==> src/rtl/controle_turno.sv <==
// Turn controller and shot arbiter for the two-player naval game attack datapath.
// Optional turn timeout is built in when the TURN_TIMEOUT_EN macro is defined.
module controle_turno #(
    parameter int MAX_SHOTS   = 15,
    parameter int TIMEOUT_CYC = 50
) (
    input  logic       clk,
    input  logic       rst,
    input  logic       map_load,
    input  logic [4:0] map_p1,
    input  logic [4:0] map_p2,
    input  logic       start,
    input  logic       shot_valid,
    input  logic       shot_player,
    input  logic [4:0] shot_pos,
    output logic       shot_ready,
    output logic       turn,
    output logic       hit_valid,
    output logic       hit,
    output logic       err,
    output logic [4:0] hits_p1,
    output logic [4:0] hits_p2,
    output logic       game_over,
    output logic       winner,
    output logic       draw,
    output logic       timeout
);
    typedef enum logic [1:0] {
        IDLE      = 2'd0,
        TURN      = 2'd1,
        CHECK     = 2'd2,
        GAME_OVER = 2'd3
    } state_t;

    localparam logic [4:0] MAX_CNT  = 5'(MAX_SHOTS);
    localparam logic [7:0] TMO_LAST = 8'(TIMEOUT_CYC - 1);

    function automatic logic is_onehot(input logic [4:0] v);
        return (v != 5'd0) && ((v & (v - 5'd1)) == 5'd0);
    endfunction

    state_t     state_r, next_state_s;
    logic [4:0] map1_r, map2_r, mask1_r, mask2_r, hits1_r, hits2_r;
    logic [4:0] cnt1_r, cnt2_r;
    logic       turn_r, hit_valid_r, hit_r, err_r, game_over_r, winner_r, draw_r;
    logic       timeout_r, shot_ready_r, hold_r;

    logic [4:0] fire_mask_s, opp_map_s, fire_hits_s, other_cnt_s;
    logic       accept_s, bad_s, strike_s, tmo_s, win_s, both_full_s, other_full_s;
    logic       load_s, clear_s, end_win_s, end_draw_s, pass_s;

    // Everything below is seen from the point of view of the player holding the turn.
    assign fire_mask_s  = turn_r ? mask2_r : mask1_r;
    assign opp_map_s    = turn_r ? map1_r  : map2_r;
    assign fire_hits_s  = turn_r ? hits2_r : hits1_r;
    assign other_cnt_s  = turn_r ? cnt1_r  : cnt2_r;
    assign accept_s     = (state_r == TURN) && shot_valid && (shot_player == turn_r);
    assign bad_s        = !is_onehot(shot_pos) || ((shot_pos & fire_mask_s) != 5'd0);
    assign strike_s     = !bad_s && ((shot_pos & opp_map_s) != 5'd0);
    assign win_s        = (fire_hits_s == opp_map_s);
    assign both_full_s  = (cnt1_r == MAX_CNT) && (cnt2_r == MAX_CNT);
    assign other_full_s = (other_cnt_s == MAX_CNT);

`ifdef TURN_TIMEOUT_EN
    logic [7:0] tmo_cnt_r;

    // idle-cycle counter; any stay outside TURN restarts it from zero
    always_ff @(posedge clk) begin
        if (rst) begin
            tmo_cnt_r <= 8'd0;
        end else if (state_r != TURN) begin
            tmo_cnt_r <= 8'd0;
        end else if (!accept_s) begin
            tmo_cnt_r <= tmo_cnt_r + 8'd1;
        end else begin
            tmo_cnt_r <= tmo_cnt_r;
        end
    end

    assign tmo_s = (state_r == TURN) && !accept_s && (tmo_cnt_r == TMO_LAST);
`else
    logic unused_tmo_s;
    assign unused_tmo_s = ^TMO_LAST;
    assign tmo_s        = 1'b0;
`endif

    // FSM state register
    always_ff @(posedge clk) begin
        if (rst) begin
            state_r <= IDLE;
        end else begin
            state_r <= next_state_s;
        end
    end

    // next-state decode and datapath control strobes
    always_comb begin
        next_state_s = state_r;
        load_s       = 1'b0;
        clear_s      = 1'b0;
        end_win_s    = 1'b0;
        end_draw_s   = 1'b0;
        pass_s       = 1'b0;
        case (state_r)
            IDLE: begin
                // a load in the same cycle as start wins; start is dropped
                if (map_load) begin
                    load_s = 1'b1;
                end else if (start && (map1_r != 5'd0) && (map2_r != 5'd0)) begin
                    clear_s      = 1'b1;
                    next_state_s = TURN;
                end else begin
                    next_state_s = IDLE;
                end
            end
            TURN: begin
                if (accept_s || tmo_s) begin
                    next_state_s = CHECK;
                end else begin
                    next_state_s = TURN;
                end
            end
            CHECK: begin
                if (win_s) begin
                    end_win_s    = 1'b1;
                    next_state_s = GAME_OVER;
                end else if (both_full_s) begin
                    end_draw_s   = 1'b1;
                    next_state_s = GAME_OVER;
                end else begin
                    pass_s       = !hold_r && !other_full_s;
                    next_state_s = TURN;
                end
            end
            GAME_OVER: begin
                if (start) begin
                    clear_s      = 1'b1;
                    next_state_s = TURN;
                end else begin
                    next_state_s = GAME_OVER;
                end
            end
            default: begin
                next_state_s = IDLE;
            end
        endcase
    end

    // maps, shot bookkeeping and registered result outputs
    always_ff @(posedge clk) begin
        if (rst) begin
            map1_r       <= 5'd0;
            map2_r       <= 5'd0;
            mask1_r      <= 5'd0;
            mask2_r      <= 5'd0;
            hits1_r      <= 5'd0;
            hits2_r      <= 5'd0;
            cnt1_r       <= 5'd0;
            cnt2_r       <= 5'd0;
            turn_r       <= 1'b0;
            hit_valid_r  <= 1'b0;
            hit_r        <= 1'b0;
            err_r        <= 1'b0;
            game_over_r  <= 1'b0;
            winner_r     <= 1'b0;
            draw_r       <= 1'b0;
            timeout_r    <= 1'b0;
            shot_ready_r <= 1'b0;
            hold_r       <= 1'b0;
        end else begin
            shot_ready_r <= (next_state_s == TURN);
            hit_valid_r  <= accept_s;
            timeout_r    <= tmo_s;
            if (load_s) begin
                map1_r <= map_p1;
                map2_r <= map_p2;
            end
            if (clear_s) begin
                mask1_r     <= 5'd0;
                mask2_r     <= 5'd0;
                hits1_r     <= 5'd0;
                hits2_r     <= 5'd0;
                cnt1_r      <= 5'd0;
                cnt2_r      <= 5'd0;
                turn_r      <= 1'b0;
                hit_r       <= 1'b0;
                err_r       <= 1'b0;
                game_over_r <= 1'b0;
                winner_r    <= 1'b0;
                draw_r      <= 1'b0;
                hold_r      <= 1'b0;
            end
            if (accept_s) begin
                hit_r  <= strike_s;
                err_r  <= bad_s;
                hold_r <= bad_s;
                // a rejected shot leaves mask, hits and count untouched
                if (!bad_s && turn_r) begin
                    mask2_r <= mask2_r | shot_pos;
                    cnt2_r  <= cnt2_r + 5'd1;
                    hits2_r <= strike_s ? (hits2_r | shot_pos) : hits2_r;
                end else if (!bad_s) begin
                    mask1_r <= mask1_r | shot_pos;
                    cnt1_r  <= cnt1_r + 5'd1;
                    hits1_r <= strike_s ? (hits1_r | shot_pos) : hits1_r;
                end
            end
            if (tmo_s) begin
                hold_r <= 1'b0;
                if (turn_r) begin
                    cnt2_r <= cnt2_r + 5'd1;
                end else begin
                    cnt1_r <= cnt1_r + 5'd1;
                end
            end
            if (end_win_s) begin
                game_over_r <= 1'b1;
                winner_r    <= turn_r;
            end
            if (end_draw_s) begin
                game_over_r <= 1'b1;
                draw_r      <= 1'b1;
            end
            if (pass_s) begin
                turn_r <= !turn_r;
            end
        end
    end

    assign shot_ready = shot_ready_r;
    assign turn       = turn_r;
    assign hit_valid  = hit_valid_r;
    assign hit        = hit_r;
    assign err        = err_r;
    assign hits_p1    = hits1_r;
    assign hits_p2    = hits2_r;
    assign game_over  = game_over_r;
    assign winner     = winner_r;
    assign draw       = draw_r;
    assign timeout    = timeout_r;
endmodule

==> config.mk <==
export PLATFORM = sky130hd
export DESIGN_NAME = controle_turno
export DESIGN_NICKNAME = d
export VERILOG_FILES = /design/src/rtl/controle_turno.sv
export SDC_FILE = /design/constraint.sdc
export NUM_CORES = 1
export LEC_CHECK = 0
export CORE_ASPECT_RATIO = 0.9
export CORE_UTILIZATION = 53
export CTS_CLUSTER_DIAMETER = 120
export DETAILED_ROUTE_END_ITERATION = 8
export MAX_ROUTING_LAYER = met4
export PLACE_DENSITY = 0.79
export SLEW_MARGIN = 20
export SYNTH_ARGS = -nofsm -noshare
export SYNTH_HDL_FRONTEND = slang
export SYNTH_SLANG_ARGS = --single-unit
==> constraint.sdc <==
create_clock -name clk -period 2.2 [get_ports clk]
set_input_delay 0.22 -clock clk [delete_from_list [all_inputs] [get_ports clk]]
set_output_delay 0.22 -clock clk [all_outputs]
set_load 0.05 [all_outputs]
# == Yosys cells after proc, flatten, opt, wreduce, memory -nomap -nowiden ==
# Cells that the tools add are included.
# op_classes
bitwise_logic,7
eq_ne,11
muxes,56
add_sub_neg,3
reduce_logical,27
# op_table
operator,count
$mux 5,27
$reduce_bool 5->1,5
$mux 1,22
$or 5x5->5,4
$and 5x5->5,3
$eq 5x4->1 const B,3
$add 5x1->5 const B,2
$mux 2,5
$logic_and 1x1->1,9
$pmux 2 s4,1
$reduce_bool 2->1,4
$eq 5x5->1,1
$logic_not 1->1,5
$logic_not 5->1,1
$sub 5x1->5 const B,1
$eq 2x1->1 const B,2
$eq 2x2->1 const B,2
$ne 4x1->1 const B,1
$ne 3x3->1 const B,1
$reduce_bool 3->1,1
$logic_not 2->1,1
$pmux 1 s2,1
$eq 1x1->1,1
$logic_or 1x1->1,1
# word_totals
output_inout_bits,19
in_bits,21
regBits,50

# == Depth between registers and ports, before layout ==
# Gate-level depths: netlist (run 1).
# depth
word_depth,12
mapped_depth,9
ltp_nobuf,8

# == Least setup slack after synthesis (run 1) ==
# No wires, ideal clock.
# synth_path
path_type,register to register
from,"register turn_r, in the netlist turn"
to,register cnt2_r[2]
n_path_buf,2
arrival_ns,2.283
path_stages_with_launch,9
setup_time_ns,0.095
path_slack_ns,-0.178
synth_period_minus_slack_ns,2.378
cell_sequence,dfxtp_1 > buf_6 > mux2_4 > a22oi_2 > and4_1 > buf_6 > nand3_2 > or4b_1 > o311ai_1
# synth_via
elab_chain_cells,8
# synth_lines
item,line_no,text
"start, declared",45,"logic turn_r, hit_valid_r, hit_r, err_r, game_over_r, winner_r, draw_r;"
"start signal, assigned",225,turn_r <= !turn_r;
$mux 5,53,assign fire_mask_s = turn_r ? mask2_r : mask1_r;
$and 5x5->5,58,assign bad_s = !is_onehot(shot_pos) || ((shot_pos & fire_mask_s) != 5'd0);
$reduce_bool 5->1,58,
$logic_or 1x1->1,58,
$logic_not 1->1,-,
$logic_and 1x1->1,198,if (!bad_s && turn_r) begin
$mux 5,198,
$mux 5 *,193,if (accept_s) begin
"end signal, assigned",200,cnt2_r <= cnt2_r + 5'd1;
"end signal, assigned",211,cnt2_r <= cnt2_r + 5'd1;
"end, declared",44,"logic [4:0] cnt1_r, cnt2_r;"
# Every way passes the cells marked *; elsewhere a longest branch is shown, timed or not.
# A chain may end at the register's enable or synchronous reset.

# == Worst setup path after layout (run 1) ==
# layout_path
from,register map1_r[0]
to,register cnt1_r[4]
# layout_via
elab_chain_cells,10
# layout_lines
item,line_no,text
"start, declared",43,"logic [4:0] map1_r, map2_r, mask1_r, mask2_r, hits1_r, hits2_r;"
"start signal, assigned",175,map1_r <= map_p1;
$reduce_bool 5->1 *,109,end else if (start && (map1_r != 5'd0) && (map2_r != 5'd0)) begin
$logic_and 1x1->1 * (2 in series),109,
$mux 1 *,109,
$mux 1 *,107,if (map_load) begin
$pmux 1 s2 *,104,case (state_r)
$mux 5 *,178,if (clear_s) begin
$mux 5,202,end else if (!bad_s) begin
$mux 5,198,
$mux 5 *,193,
"end signal, assigned",204,cnt1_r <= cnt1_r + 5'd1;
"end signal, assigned",213,cnt1_r <= cnt1_r + 5'd1;
"end, declared",44,
# Marks and branches as above.

==> qor.txt, run 1 <==
Least-Margin Pin Slew = 507.3 ps
GP Congestion = 0.8449
setup TNS = 0 ps
H-tree depth = 2
first-pass GRT wire length = 10380 um
ys async rst share = 0%
r2r setup slk = 100 ps
global route total overflow = 0
hold buffers post-CTS = 0
Max Fclk = 476.3 MHz
Die H = 67.95 um
Critical Path Slowest Stage Cell = or4_1
xor/xnor share of the synthesized area = 3.762%
critical path's top delay family = simple AND/OR/NAND/NOR gates
synth unique cells = 58
worst setup path start = map1_r[0]
Compound-Gate Fraction of Synth Area = 20.81%
Post-Syn Area per Cell = 8.771 sq um
Synth Area in Adders = 4.397%
port bufs = 38
#FFs+latches synth = 50
Rows = 23
Core Util, Final = 72.23%
Switching Power = 851.7 uW
crit share post-route = 95.42%
register area share after synthesis = 39.08%
total of max-cap violations = 0
fin nets = 379
Worst R2R End = cnt1_r[4]
Worst VDD drop = 0.0005488 V
I/O pins = 40
area of the multi-input gates = 1436 sq um
RSZ-0062 raised after global routing = false
crit path DAT = 2350 ps
Total Routing Usage GR = 27.63%
status = finished clean
DR vias/cell = 5.677
total die area = 5115 sq um
Pint = 1681 uW
CP Launch Type = flop
Worst R2R Start = map1_r[0]
skew final = 8.092 ps
post-synthesis mux area share = 5.374%
Final Max Slew Viols = 0
main combinational cell family by area after synthesis = simple AND/OR/NAND/NOR gates
Final Power = 2532 uW
first drt pass iteration count = 4
critical path class = flop to flop
residual DRC count = 0
Worst Path Max Fanout = 26
vias = 2339
Post-synth top flop = dfxtp_1
Clock Sinks = 50
routed len/inst = 14.89 um
CTS Buffer Depth = 2
hold path depth = 3
max incr delay on CP = 530 ps
initial antenna violation count = 0
sink of the worst hold path = map1_r[3]
critical path required time = 2450 ps
Area Overhead vs Synth = 28.24%
First DRT Iteration DRCs = 106
Mapped Cells = 292
CTS tree = done
Rel. slew slack = 66.07%
Skew-Pair Late Insertion Delay = 310 ps
crit path capture type = flop
Post-Syn Area = 2561 sq um
combinational share of power = 33.5%
TritonCTS buffer count = 5
Reg power frac = 40.9%
FF-to-FF path depth = 8
Worst Hold Launch = map_p1[3]
FF/Latch Area = 1005 sq um
Clk Tree Root Cell = clkbuf_8
yosys warns = 0
Final Cell Area = 3284 sq um
proportion of layout cells with a drive suffix above 1 = 17.71%
Post-Synth Simple-Gate Area = 21.49%
cells along the critical path = or4_1, o22ai_1, buf_4, o31a_1, buf_12, nand2_1, mux2_2, nor2_1
Core Region = 4547 sq um
Die W = 75.28 um
# diodes = 0
Final Setup Violations = 0
initial cell density of the core = 56.33%
Area after DPL = 3158 sq um
Hold WC Path Type = input pin to flop
EDFF count, synth = 0
filler cell count = 387
Clk pwr share = 25.6%
Final Hold Violating Endpoints = 0
vias in the first global route = 2226
Sw Share = 33.63%
commonest non-fill, non-tap cell in the layout = dfxtp_1
Clock transition at path regs = 90 ps
Static Leak = 0.001205 uW
Fin Hold WS = 453.5 ps
Post-Syn Nets = 322
Post-Route WL = 6134 um
post-route ant nets = 0
DP Wirelength = 4694 um
pwr dens = 771.0 nW/um^2
largest net degree at the start of global routing = 27
highest-count cells in the layout ignoring fill and taps = 49 x dfxtp_1, 46 x nand2_1, 38 x clkdlybuf4s50_1, 29 x a21oi_1, 29 x buf_4
Tmin final = 2099 ps
WP buf/inv = 2
## sequential cells by signal, summed over array words and instances, names as in the netlist, 2 cells and up
| signal | flops |
|---|---|
| hits_p2 | 5 |
| mask1_r | 5 |
| map2_r | 5 |
| cnt1_r | 5 |
| cnt2_r | 5 |
| hits_p1 | 5 |
| map1_r | 5 |
| state_r | 2 |
| mask2_r | 5 |
## worst max-delay path by stage
stage,to,slack [ps],cells after the start
3_3_place_gp,cnt1_r[3],30,8
3_5_place_dp,cnt1_r[3],-50,8
2_1_floorplan,cnt2_r[2],30,8
4_1_cts,cnt1_r[3],1,7
6_report,cnt1_r[4],100,8
5_1_grt,cnt1_r[4],4,8
## cells in the mapped netlist, types with 2 or more instances
cell / n / area (sq um)
ha_1: 9 / 112.6
mux2_2: 10 / 112.6
xnor2_1: 11 / 96.34
o221ai_1: 2 / 17.52
nand2b_1: 3 / 18.77
a22o_1: 10 / 87.58
and3_1: 4 / 25.02
nand2_1: 46 / 172.7
a2bb2oi_1: 2 / 17.52
dfxtp_1: 50 / 1001
buf_2: 7 / 35.03
o31ai_1: 2 / 15.01
nand3_1: 11 / 55.05
buf_1: 2 / 7.510
clkbuf_1: 6 / 22.52
nand3_4: 2 / 35.03
o21ai_0: 14 / 70.07
nor2_1: 10 / 37.54
nor3_1: 3 / 15.01
inv_1: 6 / 22.52
a211oi_1: 2 / 15.01
o311ai_1: 2 / 17.52
and2_1: 2 / 12.51
or4_1: 4 / 30.03
buf_6: 2 / 22.52
a21oi_1: 29 / 145.1
nor2b_1: 2 / 12.51
o211ai_1: 2 / 15.01
nand3b_1: 4 / 30.03
nand4_1: 3 / 18.77
a31oi_1: 2 / 12.51
nor3_2: 2 / 20.02
## worst register-to-register path, cell delays in order, from the launching register on
cell and delay (ps):
dfxtp_1 350, or4_1 530, o22ai_1 230, buf_4 170, o31a_1 180, buf_12 170, nand2_1 70, mux2_2 260
nor2_1 80
## cell families (layout without fill, tap and decap cells)
kind of cell	after synthesis	in the layout
compound gates	79	79
buf+inv	26	84
fa+ha+maj	9	9
simple gates	104	104
other cells	1	1
mux	12	12
flops	50	50
xor+xnor	11	11
## power groups by stage
stage | Sequential (uW) | Clock (uW) | Combinational, uW
5_1_grt | 1040 | 702 | 932
6_report | 1030 | 649 | 849
3_3_place_gp | 1050 | 0 | 815
3_5_place_dp | 1060 | 0 | 830
4_1_cts | 1030 | 655 | 833
2_1_floorplan | 1110 | 0 | 510
## area by class of cell
cell class	count	share of cell area (%)
Sequential cell	50	30.59
Clock inverter	2	1.143
Clock buffer	6	2.210
Tap cell	62	2.362
Timing Repair Buffer	69	19.16
Multi-Input combinational cell	216	43.73
Inverter	7	0.8000
## per-layer routing
layer  track usage [%]  wire length [um]  up-vias
li1                  -                 -     1168
met1             36.08              2920     1112
met4             6.481                82        0
met3             6.480               239        9
met5                 -                 0        -
met2             43.58              2892       50
## metrics by stage
step | worst slack, ps | std cells
4_1_cts | 0.9925 | 411
2_1_floorplan | 30.40 | 292
5_1_grt | 3.921 | 412
6_report | 100.7 | 412
3_5_place_dp | -48.13 | 403
3_3_place_gp | 25.65 | 403
## timing repair
item | CTS | global route
pin swaps | 0 | 1
endpoints found under the setup margin | 1 | 14
gates resized for setup | 1 | 5
setup buffers | 0 | 1
Note: power is estimated with default switching activity, not from simulation.
==> run 2, diff against run 1 <==
--- a/config.mk
+++ b/config.mk
@@ -11,6 +11,7 @@
 export DETAILED_ROUTE_END_ITERATION = 8
 export MAX_ROUTING_LAYER = met4
 export PLACE_DENSITY = 0.79
+export RECOVER_POWER = 50
 export SLEW_MARGIN = 20
 export SYNTH_ARGS = -nofsm -noshare
 export SYNTH_HDL_FRONTEND = slang
==> run 2 against run 1 <==
First-iteration DRC count is 3.8% lower; total power decreased by 0.25%; flip-flop and latch count stayed put; cell count stayed put; clock skew is 0.94 ps higher; utilization did not move; sequential power hardly changed; largest power group unchanged; highest routed layer unchanged; global-route usage unchanged; critical path depth is the same; count of clock-buffer cells in the layout stayed put; register-to-register slack is essentially flat.
==> qor.txt, run 2 (synthesis gave the netlist of run 1 again) <==
Final Cell Area = 3284 sq um
Critical Path Slowest Stage Cell = or4_1
First DRT Iteration DRCs = 102
critical path's top delay family = simple AND/OR/NAND/NOR gates
critical path class = flop to flop
GP Congestion = 0.8449
total die area = 5115 sq um
RSZ-0062 raised after global routing = false
crit path capture type = flop
highest-count cells in the layout ignoring fill and taps = 49 x dfxtp_1, 46 x nand2_1, 29 x a21oi_1, 29 x buf_4
Total Routing Usage GR = 27.63%
H-tree depth = 2
DR vias/cell = 5.677
Fin Hold WS = 453.5 ps
Skew-Pair Late Insertion Delay = 310 ps
max incr delay on CP = 530 ps
Die W = 75.28 um
status = finished clean
Static Leak = 0.001267 uW
crit path DAT = 2350 ps
initial antenna violation count = 0
TritonCTS buffer count = 5
CTS tree = done
port bufs = 38
pwr dens = 769.1 nW/um^2
Worst Path Max Fanout = 26
crit share post-route = 95.76%
Final Hold Violating Endpoints = 0
vias in the first global route = 2226
Max Fclk = 474.7 MHz
post-route ant nets = 0
filler cell count = 387
Final Setup Violations = 0
first-pass GRT wire length = 10380 um
Least-Margin Pin Slew = 513.4 ps
Final Power = 2526 uW
commonest non-fill, non-tap cell in the layout = dfxtp_1
Final Max Slew Viols = 0
# diodes = 0
Area after DPL = 3158 sq um
cells along the critical path = or4_1, o22ai_1, buf_4, o31a_1, buf_12, nand2_1, mux2_2, nor2_1
Rows = 23
vias = 2339
Worst VDD drop = 0.0005481 V
fin nets = 379
largest net degree at the start of global routing = 27
CTS Buffer Depth = 2
skew final = 9.034 ps
Rel. slew slack = 65.66%
Area Overhead vs Synth = 28.24%
critical path required time = 2450 ps
Post-Route WL = 6132 um
DP Wirelength = 4694 um
CP Launch Type = flop
global route total overflow = 0
initial cell density of the core = 56.33%
first drt pass iteration count = 6
Core Region = 4547 sq um
Clock Sinks = 50
WP buf/inv = 2
I/O pins = 40
Clk Tree Root Cell = clkbuf_8
routed len/inst = 14.88 um
total of max-cap violations = 0
Tmin final = 2107 ps
residual DRC count = 0
Die H = 67.95 um
proportion of layout cells with a drive suffix above 1 = 17.71%
Hold WC Path Type = input pin to flop
Clock transition at path regs = 90 ps
==> run 2: cell type report <==
type / count / area (sq um) / share of cell area [%]
repair buffers: 69 / 629.4 / 19.16
multi-input cells: 216 / 1436 / 43.73
clock inverters: 2 / 37.54 / 1.143
clock buffers: 6 / 72.57 / 2.210
well taps: 62 / 77.57 / 2.362
inverters: 7 / 26.28 / 0.8000
flip-flops and latches: 50 / 1005 / 30.59
==> run 2: final timing paths <==
check / start / endpoint / slack, ps / cells after the start
min: map_p1[3] / map1_r[3] / 450 / 3
max: map1_r[0] / cnt1_r[4] / 90 / 8
min reg2reg: game_over / game_over / 460 / 2
max reg2reg: map1_r[0] / cnt1_r[4] / 90 / 8
==> run 2: through the flow <==
step / util [%] / instances / setup WS [ps] / setup TNS (ps)
after global routing: 72.23 / 412 / 3.950 / 0
final: 72.23 / 412 / 93.36 / 0
after detailed placement: 69.46 / 403 / -48.13 / -49.85
after CTS: 71.88 / 411 / 0.9925 / 0
after floorplan: - / 292 / 30.40 / 0
after global placement: 69.46 / 403 / 25.65 / 0
==> run 2: power by group <==
part	total [uW]	internal [uW]	switching (uW)
clock network	651	340	311
logic	841	360	481
registers	1030	972	62.1
total	2530	1670	854
==> run 2: metal layers <==
metal / share of wire [%] / GRT usage [%] / wire, um / vias up
met2: 47 / 43.58 / 2887 / 54
met3: 4.3 / 6.480 / 263 / 9
met5: 0 / - / 0 / -
met1: 47 / 36.08 / 2899 / 1107
li1: - / - / - / 1169
met4: 1.3 / 6.481 / 82 / 0
==> run 2: what timing repair did <==
| action | CTS | global route |
|---|---|---|
| hold buffers | 0 | 0 |
| resized for setup | 1 | 5 |
| buffers inserted | 0 | 1 |
| setup endpoints to repair | 1 | 14 |
| pin swaps | 0 | 1 |
==> run 2: worst register-to-register path, delay by kind of cell, from the launching register on <==
family                 cells  cell delay [ps]
AO/OA/AOI/OAI              2              420
buffers and inverters      2              340
AND/OR/NAND/NOR            3              680
multiplexers               1              260
flip-flops                 1              350
